File: src/rtl/frame_buffer_manager_if.sv
// Handshake bundle between display driver / data loader and the frame-buffer manager.
// master = display driver + loader side, slave = frame_buffer_manager.
// Optional statistics signals exist only when FRAME_STATS_EN is defined.
interface frame_buffer_manager_if #(
  parameter int IDXW = 1
);
  logic            frame_complete;
  logic            loaded;
  logic            ready;
  logic [IDXW-1:0] wbuf;
  logic [IDXW-1:0] rbuf;
  logic            frame_flipped;
  logic            frame_dropped;
`ifdef FRAME_STATS_EN
  logic            stats_clear;
  logic [15:0]     stat_shown;
  logic [15:0]     stat_dropped;
  logic [15:0]     stat_repeated;

  modport master (
    output frame_complete, loaded, stats_clear,
    input  ready, wbuf, rbuf, frame_flipped, frame_dropped,
    input  stat_shown, stat_dropped, stat_repeated
  );
  modport slave (
    input  frame_complete, loaded, stats_clear,
    output ready, wbuf, rbuf, frame_flipped, frame_dropped,
    output stat_shown, stat_dropped, stat_repeated
  );
`else
  modport master (
    output frame_complete, loaded,
    input  ready, wbuf, rbuf, frame_flipped, frame_dropped
  );
  modport slave (
    input  frame_complete, loaded,
    output ready, wbuf, rbuf, frame_flipped, frame_dropped
  );
`endif
endinterface

File: src/rtl/frame_buffer_manager.sv
// Frame-bank role manager (display/pending/write/free) for NUM_BUFFERS banks; optional FRAME_STATS_EN stats.
// Latency: every event is visible on outputs one cycle later; all outputs registered.
// Backpressure: ready=0 when no free bank exists; loaded pulses while ready=0 are ignored.
module frame_buffer_manager #(
  parameter int NUM_BUFFERS = 2,
  parameter int MIN_HOLD    = 1,
  parameter int IDXW        = $clog2(NUM_BUFFERS)
) (
  input logic clk,
  input logic rst,
  frame_buffer_manager_if.slave bus
);

  localparam logic [7:0] HOLD_MAX  = 8'(MIN_HOLD);
  localparam logic [8:0] HOLD_NEED = 9'(MIN_HOLD);

  logic [IDXW-1:0] rbuf_q, wbuf_q, pbuf_q;
  logic            ready_q, pvalid_q, flip_q, drop_q;
  logic [7:0]      hold_q;

  logic [IDXW-1:0] rbuf_n, wbuf_n, pbuf_n;
  logic            ready_n, pvalid_n;
  logic [7:0]      hold_n;
  logic            load, flip, drop, hold_met;

  // Next-state: promotion at frame boundary, pending replacement, write-bank allocation
  always_comb begin
    load     = bus.loaded && ready_q;
    hold_met = ({1'b0, hold_q} + 9'd1) >= HOLD_NEED;
    flip     = bus.frame_complete && pvalid_q && hold_met;
    // A newer load over an unshown pending frame discards it, unless that frame is shown this cycle
    drop     = load && pvalid_q && !flip;

    rbuf_n   = flip ? pbuf_q : rbuf_q;

    pbuf_n   = pbuf_q;
    pvalid_n = pvalid_q;
    if (load) begin
      pbuf_n   = wbuf_q;
      pvalid_n = 1'b1;
    end else if (flip) begin
      pvalid_n = 1'b0;
    end

    hold_n = hold_q;
    if (flip) begin
      hold_n = '0;
    end else if (bus.frame_complete && (hold_q < HOLD_MAX)) begin
      hold_n = hold_q + 8'd1;
    end

    // Keep the current write bank unless it was consumed or none is held;
    // otherwise pick the lowest-index bank not displayed and not pending.
    wbuf_n  = wbuf_q;
    ready_n = ready_q;
    if (!ready_q || load) begin
      ready_n = 1'b0;
      for (int i = NUM_BUFFERS - 1; i >= 0; i--) begin
        if ((IDXW'(i) != rbuf_n) && !(pvalid_n && (IDXW'(i) == pbuf_n))) begin
          wbuf_n  = IDXW'(i);
          ready_n = 1'b1;
        end
      end
    end
  end

  // Register all role state and the one-cycle event pulses
  always_ff @(posedge clk) begin
    if (!rst) begin
      rbuf_q   <= '0;
      wbuf_q   <= IDXW'(1);
      pbuf_q   <= '0;
      ready_q  <= 1'b1;
      pvalid_q <= 1'b0;
      hold_q   <= '0;
      flip_q   <= 1'b0;
      drop_q   <= 1'b0;
    end else begin
      rbuf_q   <= rbuf_n;
      wbuf_q   <= wbuf_n;
      pbuf_q   <= pbuf_n;
      ready_q  <= ready_n;
      pvalid_q <= pvalid_n;
      hold_q   <= hold_n;
      flip_q   <= flip;
      drop_q   <= drop;
    end
  end

  assign bus.ready         = ready_q;
  assign bus.wbuf          = wbuf_q;
  assign bus.rbuf          = rbuf_q;
  assign bus.frame_flipped = flip_q;
  assign bus.frame_dropped = drop_q;

`ifdef FRAME_STATS_EN
  logic [15:0] shown_q, dropped_q, repeated_q;

  // Saturating frame statistics; clear takes priority over any same-cycle increment
  always_ff @(posedge clk) begin
    if (!rst || bus.stats_clear) begin
      shown_q    <= '0;
      dropped_q  <= '0;
      repeated_q <= '0;
    end else begin
      if (flip && (shown_q != 16'hFFFF)) shown_q <= shown_q + 16'd1;
      if (drop && (dropped_q != 16'hFFFF)) dropped_q <= dropped_q + 16'd1;
      if (bus.frame_complete && !flip && (repeated_q != 16'hFFFF)) repeated_q <= repeated_q + 16'd1;
    end
  end

  assign bus.stat_shown    = shown_q;
  assign bus.stat_dropped  = dropped_q;
  assign bus.stat_repeated = repeated_q;
`endif

endmodule

File: src/flat_wrapper.sv
// flat-port wrapper written by rule: the top's interface ports become plain ports
module frame_buffer_manager_flat 
#(
  parameter int NUM_BUFFERS = 2,
  parameter int MIN_HOLD    = 1,
  parameter int IDXW        = $clog2(NUM_BUFFERS)
)
  (clk, rst, bus_frame_complete, bus_loaded, bus_ready, bus_wbuf, bus_rbuf, bus_frame_flipped, bus_frame_dropped);
  frame_buffer_manager_if #(.IDXW(IDXW)) bus_i ();
  input logic clk;
  input logic rst;
  input wire logic [$bits(bus_i.frame_complete)-1:0] bus_frame_complete;
  input wire logic [$bits(bus_i.loaded)-1:0] bus_loaded;
  output wire logic [$bits(bus_i.ready)-1:0] bus_ready;
  output wire logic [$bits(bus_i.wbuf)-1:0] bus_wbuf;
  output wire logic [$bits(bus_i.rbuf)-1:0] bus_rbuf;
  output wire logic [$bits(bus_i.frame_flipped)-1:0] bus_frame_flipped;
  output wire logic [$bits(bus_i.frame_dropped)-1:0] bus_frame_dropped;
  assign bus_i.frame_complete = bus_frame_complete;
  assign bus_i.loaded = bus_loaded;
  assign bus_ready = bus_i.ready;
  assign bus_wbuf = bus_i.wbuf;
  assign bus_rbuf = bus_i.rbuf;
  assign bus_frame_flipped = bus_i.frame_flipped;
  assign bus_frame_dropped = bus_i.frame_dropped;
  frame_buffer_manager #(.NUM_BUFFERS(NUM_BUFFERS), .MIN_HOLD(MIN_HOLD), .IDXW(IDXW)) u_core (.clk(clk), .rst(rst), .bus(bus_i));
endmodule
File: config.mk
export PLATFORM = sky130hd
export DESIGN_NAME = frame_buffer_manager_flat
export DESIGN_NICKNAME = d
export VERILOG_FILES = /design/src/rtl/frame_buffer_manager_if.sv /design/src/rtl/frame_buffer_manager.sv /design/src/flat_wrapper.sv
export SDC_FILE = /design/constraint.sdc
export NUM_CORES = 1
export LEC_CHECK = 0
export ABC_AREA = 1
export BUFFER_PORTS_ARGS = -buffer_cell sky130_fd_sc_hd__buf_2
export CAP_MARGIN = 20
export CORE_AREA = 2 2 39 41
export DETAILED_ROUTE_END_ITERATION = 12
export DIE_AREA = 0 0 41 43
export GPL_ROUTABILITY_DRIVEN = 1
export HOLD_SLACK_MARGIN = 0.08
export PLACE_DENSITY = 0.7
export SETUP_SLACK_MARGIN = 0.02
export SYNTH_ARGS = -nofsm -noshare
export SYNTH_HDL_FRONTEND = slang
export SYNTH_SLANG_ARGS = --single-unit
File: constraint.sdc
create_clock -name clk -period 4.25 [get_ports clk]
set_clock_uncertainty 0.1 [all_clocks]
set_input_delay 0.85 -clock clk [delete_from_list [all_inputs] [get_ports clk]]
set_output_delay 0.85 -clock clk [all_outputs]
set_load 0.005 [all_outputs]
# Word-level counts from Yosys, hierarchy flattened
# Cells that the tools add are included.
[op_classes]
addsub = 2
multipliers = 0
div = 0
order_cmp = 2
eq_ne = 0
shift = 0
mux = 8
n_bitwise = 3
reduce_logical = 18
[op_table]
columns = ["operator", "count"]
rows = [
  ["$logic_and A1 B1 Y1", 10],
  ["$add A8 B1 Y9 const B", 1],
  ["$ge A9 B1 Y1 const B", 1],
  ["$add A8 B1 Y8 const B", 1],
  ["$lt A8 B1 Y1 const B", 1],
  ["$mux W1", 8],
  ["$logic_not A1 Y1", 4],
  ["$not A1 Y1", 3],
  ["$reduce_and A2 Y1", 1],
  ["$reduce_bool A2 Y1", 1],
  ["$reduce_or A2 Y1", 1],
  ["$logic_or A1 B1 Y1", 1],
]
[word_totals]
regBits = 15
latch_bits = 0
ram_bits = 0
mem_bits_ro = 0
input_bits = 4
output_inout_bits = 5
word_cells = 41
memories = 0

# Logic depth before layout (Yosys ltp)
[depth]
ltp_word = 10
ltp_mapped = 15
ltp_nobuf = 15

# Least setup slack after synthesis
# OpenSTA, ideal clock, no wires.
[synth_timing]
path_type = "input -> register"
startpoint = "input bus_loaded"
endpoint = "register u_core.wbuf_q (netlist: u_core.bus.wbuf)"
setup_time_ps = 112
t_arrival_ps = 1562
t_required_ps = 4038
slack_ps = 2476
stages = 9
n_path_buf = 0
cell_sequence = "nand2_1 -> o21ai_0 -> inv_1 -> nand2_1 -> nand2_1 -> nand2_1 -> nand2_1 -> nand2_1 -> nand2_1"
[synth_via]
elab_chain_cells = 8
elab_cells_between_ends = 14
classes_between = "mux (3); bitwise (1); reduce/logical (10)"
[synth_rtl]
columns = ["element", "line", "text"]
rows = [
  ["from (decl)", "flat_wrapper.sv:13", "input wire logic [$bits(bus_i.loaded)-1:0] bus_loaded;"],
  ["$logic_and A1 B1 Y1 (*)", "frame_buffer_manager.sv:28", "load = bus.loaded && ready_q;"],
  ["$mux W1", "frame_buffer_manager.sv:38", "if (load) begin"],
  ["$not A1 Y1", "frame_buffer_manager.sv:59", "if ((IDXW'(i) != rbuf_n) && !(pvalid_n && (IDXW'(i) == pbuf_n))) begin"],
  ["$logic_and A1 B1 Y1", "frame_buffer_manager.sv:59", ""],
  ["$logic_not A1 Y1", "frame_buffer_manager.sv:59", ""],
  ["$logic_and A1 B1 Y1", "frame_buffer_manager.sv:59", ""],
  ["$reduce_bool A2 Y1 (no source line)", "-", ""],
  ["$reduce_and A2 Y1 (no source line)", "-", ""],
  ["to (signal assigned)", "frame_buffer_manager.sv:80", "wbuf_q <= wbuf_n;"],
  ["to (decl)", "frame_buffer_manager.sv:17", "logic [IDXW-1:0] rbuf_q, wbuf_q, pbuf_q;"],
]
# Every way passes the cells marked *; elsewhere a longest branch is shown, timed or not.
# A chain may end at the register's enable or synchronous reset.

# Final worst setup path
[layout_timing]
startpoint = "register u_core.hold_q[0]"
endpoint = "register u_core.wbuf_q (netlist: u_core.bus.wbuf)"
[layout_via]
elab_chain_cells = 10
elab_cells_between_ends = 16
classes_between = "add/sub (1); order compare (1); mux (4); bitwise (1); reduce/logical (9)"
[layout_rtl]
columns = ["element", "line", "text"]
rows = [
  ["from (decl)", "frame_buffer_manager.sv:19", "logic [7:0] hold_q;"],
  ["from (signal assigned)", "frame_buffer_manager.sv:84", "hold_q <= hold_n;"],
  ["$add A8 B1 Y9 (*)", "frame_buffer_manager.sv:29", "hold_met = ({1'b0, hold_q} + 9'd1) >= HOLD_NEED;"],
  ["$ge A9 B1 Y1 (*)", "frame_buffer_manager.sv:29", ""],
  ["$logic_and A1 B1 Y1 (*)", "frame_buffer_manager.sv:30", "flip = bus.frame_complete && pvalid_q && hold_met;"],
  ["$mux W1", "frame_buffer_manager.sv:41", "end else if (flip) begin"],
  ["$mux W1", "frame_buffer_manager.sv:38", ""],
  ["$logic_and A1 B1 Y1", "frame_buffer_manager.sv:59", ""],
  ["$logic_not A1 Y1", "frame_buffer_manager.sv:59", ""],
  ["$logic_and A1 B1 Y1", "frame_buffer_manager.sv:59", ""],
  ["$reduce_bool A2 Y1 (no source line)", "-", ""],
  ["$reduce_and A2 Y1 (no source line)", "-", ""],
]
# Marks and branches as above.

==> results.txt <==
The run finished with clean final reports. The library cell used most frequently in the layout, excluding fill and tap cells, is sky130_fd_sc_hd__nand2_1. The tools report the CTS H-tree depth as 1. The count of state elements after synthesis is 15. Buffers inserted to repair hold after CTS numbered 0.

The run gives 1380 um^2 as the floorplan core area. The congestion estimate from routability-driven global placement came to 0.777. The first-pass GRT wire length is 1.79 mm. The length of the first detailed-routing pass in iterations came out at 4. STA puts the critical path data arrival time at 1970 ps.

The tools report the total track usage as 15.1%. The post-CTS resize count was 0. The worst path in the final design needs a cycle of 1880 ps, including I/O delays and setup.

Derived from the worst setup path, the maximum achievable clock frequency is 0.532 GHz. Among all stages on the critical path, the largest delay is contributed by sky130_fd_sc_hd__dfxtp_1. For the pin with the worst max-slew slack, the measured transition is 407 ps. The logs give 803 um for the HPWL after detailed placement and 109 for the final net count. Entering global routing, the biggest net connects 10 pins. The number of top-level pins was 9; the final routed wirelength across all metal layers was 1.07 mm. The run gives 0 as the antenna violation net count after detailed routing. The fraction of synthesized area in multiplexers works out to 0%.

The XOR/XNOR share of the synthesized area is 0%. The clock passes through at most 2 buffers. The number of vias in the routed layout is 538, and the top fanout value on the critical path is 7. Once the clock tree was built, the setup fixing pass inserted 0 buffers. For the mapped cell area, the log shows 654 um^2. The ratio of final minimum period to clock period is 44.3%, and the die area is 1760 um^2. The share of the synthesized area in the top cell type is 45.9%. The initial antenna violation count came out at 0. The initial utilization of the core area, before any placement, comes to 47.3%. The clock insertion delay at the later pin of the skew report is 280 ps. In this run the core area contains 14 standard-cell rows. The synthesized netlist devotes 6.69% of its cell area to compound gates. Ranked by total cell area, the synthesized netlist is headed by sky130_fd_sc_hd__dfxtp_1 46%, sky130_fd_sc_hd__nand2_1 13%, sky130_fd_sc_hd__inv_1 7.5%. The clock net in this run drives a total of 15 sinks. The logs give 0 for the number of max-cap violations and 2370 ps for the post-layout worst setup margin.

The count of synthesis-stage warnings from yosys was 0. The share of layout cells above drive strength 1 was 18.8%; the critical path data required time was 4340 ps. The count of pins over their slew limit is 0.

In this design, the stage delay of the slowest critical-path cell is 380 ps. During placement, the flow inserted port buffers numbering 8. STA classifies the critical path startpoint as a flip-flop.

For the number of standard cells after synthesis, the log shows 89. The worst setup path is of the reg2reg kind. Overall power consumption after layout is estimated at 0.000282 W.

The run gives 0 as the count of final hold-check violations. The critical path goes through inv_2 -> ha_1 -> nor2_1 -> nand2_1 -> nor2_1 -> nand2_1 -> nand2_4 -> nand2_1 -> o21ai_2 -> nand2_1 -> nand2_1 -> nand2_1 -> nand2_1 -> nand2_1. The basic-gate share of the synthesized area counting and, or, nand and nor cells came out at 33.1%.

The largest total area in the synthesized netlist belongs to sky130_fd_sc_hd__dfxtp_1. After clock tree synthesis, the clock-pin slew on the worst setup and hold paths is 90 ps. The number of global-route vias before repair was 453. Setup total negative slack on the finished layout was measured at 0 ps.

Setup violations remaining at the end of the flow were counted as 0. After synthesis, the largest family of logic cells by area is simple AND/OR/NAND/NOR gates. The peak supply drop came out at 0.203 mV. Yosys mapped the design onto 16 distinct sky130hd cell types.

A synthesized cell averages 7.35 um^2. STA classifies the critical path endpoint as a flip-flop. For the sequential-to-total area share from yosys stat, the log shows 45.9%.

The number of nets in the synthesized netlist is 96. The count of buffering cells on the critical path with inverters included was 1. The number of clock buffers added by TritonCTS is 3. The most frequently used flop master after synthesis was sky130_fd_sc_hd__dfxtp_1. Summed over all layers, the global routing overflow is 0. Compared with the post-synthesis result, the final layout area differs by 13.2%. The y dimension of the die works out to 43 um. Grouping stages by cell kind, the critical path spends the most delay in simple AND/OR/NAND/NOR gates. The library cells used most frequently in the layout, excluding fill and tap cells, are 23 x sky130_fd_sc_hd__nand2_1, 15 x sky130_fd_sc_hd__dfxtp_1, 13 x sky130_fd_sc_hd__inv_1. Counting flops with an async set or reset pin after synthesis yields a share of 0%. The worst pin sits at a relative slew slack of 72.6%. Setup repair after global routing left no endpoint under its margin. In this run the clock root is driven by a sky130_fd_sc_hd__clkbuf_4.

The run gives 0 as the number of remaining DRC errors. In this run, the number of DRC markers left after iteration 0 of detailed routing was 8. In this design, the critical path's most frequently occurring cell is sky130_fd_sc_hd__nand2_1.

The run gives 0.364 nW as the leakage power figure. The total power density per cell area came out at 381 nW/um^2. TritonCTS built the clock tree.

The number of antenna repair diodes came out at 0. Dividing the detail-routed wire length by the instance count gives 9.12 um. The number of synthesized flops with an enable pin was 0; the horizontal die dimension was 41 um.

Across all hold checks on the routed design, the worst slack comes to 343 ps. The path category of the worst min-delay check was reg2reg. Before CTS, the worst setup slack after placement is 2250 ps. Summing the areas of all fa, ha and maj instances in the mapped netlist gives 5.74% of the synthesized area. After detailed routing, the number of vias per cell comes to 4.60.
-- power by group --
group	switching (W)	leakage [nW]	internal (W)
clock	0.0000440	0.0150	0.0000364
combinational	0.0000290	0.227	0.0000186
sequential	0.00000582	0.122	0.000148
total	0.0000788	0.364	0.000203
-- registers in the layout, summed over array words and instances (netlist names) --
register	count
u_core.bus.rbuf	1
u_core.bus.wbuf	1
u_core.pbuf_q	1
u_core.pvalid_q	1
u_core.bus.frame_flipped	1
u_core.bus.ready	1
u_core.bus.frame_dropped	1
u_core.hold_q	8
-- cells in the mapped netlist, types with 2 or more instances --
cell type and n:
sky130_fd_sc_hd__nor2_1 12, sky130_fd_sc_hd__nand2_4 2, sky130_fd_sc_hd__nand3_1 5, sky130_fd_sc_hd__nand2_1 23, sky130_fd_sc_hd__inv_1 13, sky130_fd_sc_hd__nand2_2 2
sky130_fd_sc_hd__a21oi_1 5, sky130_fd_sc_hd__inv_2 2, sky130_fd_sc_hd__ha_1 3, sky130_fd_sc_hd__dfxtp_1 15, sky130_fd_sc_hd__o21ai_0 2
-- worst reg2reg max path: cells and delay by family, from the launching register on --
family / cells / cell delay [ps]
and+or+nand+nor: 11 / 830
AOI/OAI and AO/OA: 1 / 80
DFF: 1 / 380
adders and majority gates: 1 / 310
buffers and inverters: 1 / 80
-- stage by stage --
step,utilization [%],cell area [um^2],instances
floorplan,-,654,89
global placement,51.6,714,113
detailed placement,51.6,714,113
CTS,53.5,741,117
global route,53.5,741,117
finish,53.5,741,117
-- layer usage --
layer,track usage (%),vias up,part of all wire (%)
li1,-,300,-
met3,3.14,2,4.5
met1,22.8,224,54
met2,18.4,12,41
met4,10.0,0,0.84
met5,0,-,0
-- worst paths after layout --
path / startpoint / end / slack, ps / cells after the start
setup / recovery: u_core.hold_q[0] / u_core.bus.wbuf / 2370 / 14
hold / removal: u_core.hold_q[4] / u_core.hold_q[4] / 340 / 2
setup reg to reg: u_core.hold_q[0] / u_core.bus.wbuf / 2370 / 14
hold reg to reg: u_core.hold_q[4] / u_core.hold_q[4] / 340 / 2
-- cells by family (layout without fill, tap and decap cells) --
logic type               count (synthesis)  count (layout)
buffers and inverters                   15              27
AO/OA/AOI/OAI                            8               8
flip-flops                              15              15
AND/OR/NAND/NOR                         48              48
adder cells (fa/ha/maj)                  3               3
-- layout make-up --
| type | count | area, um^2 |
|---|---|---|
| flip-flops and latches | 15 | 300 |
| fillers | 137 | 643 |
| well taps | 16 | 20.0 |
| multi-input cells | 59 | 298 |
| clock buffers | 4 | 26.3 |
| repair buffers | 8 | 40.0 |
| inverters | 15 | 56.3 |
Note: power is estimated with default switching activity, not from simulation.
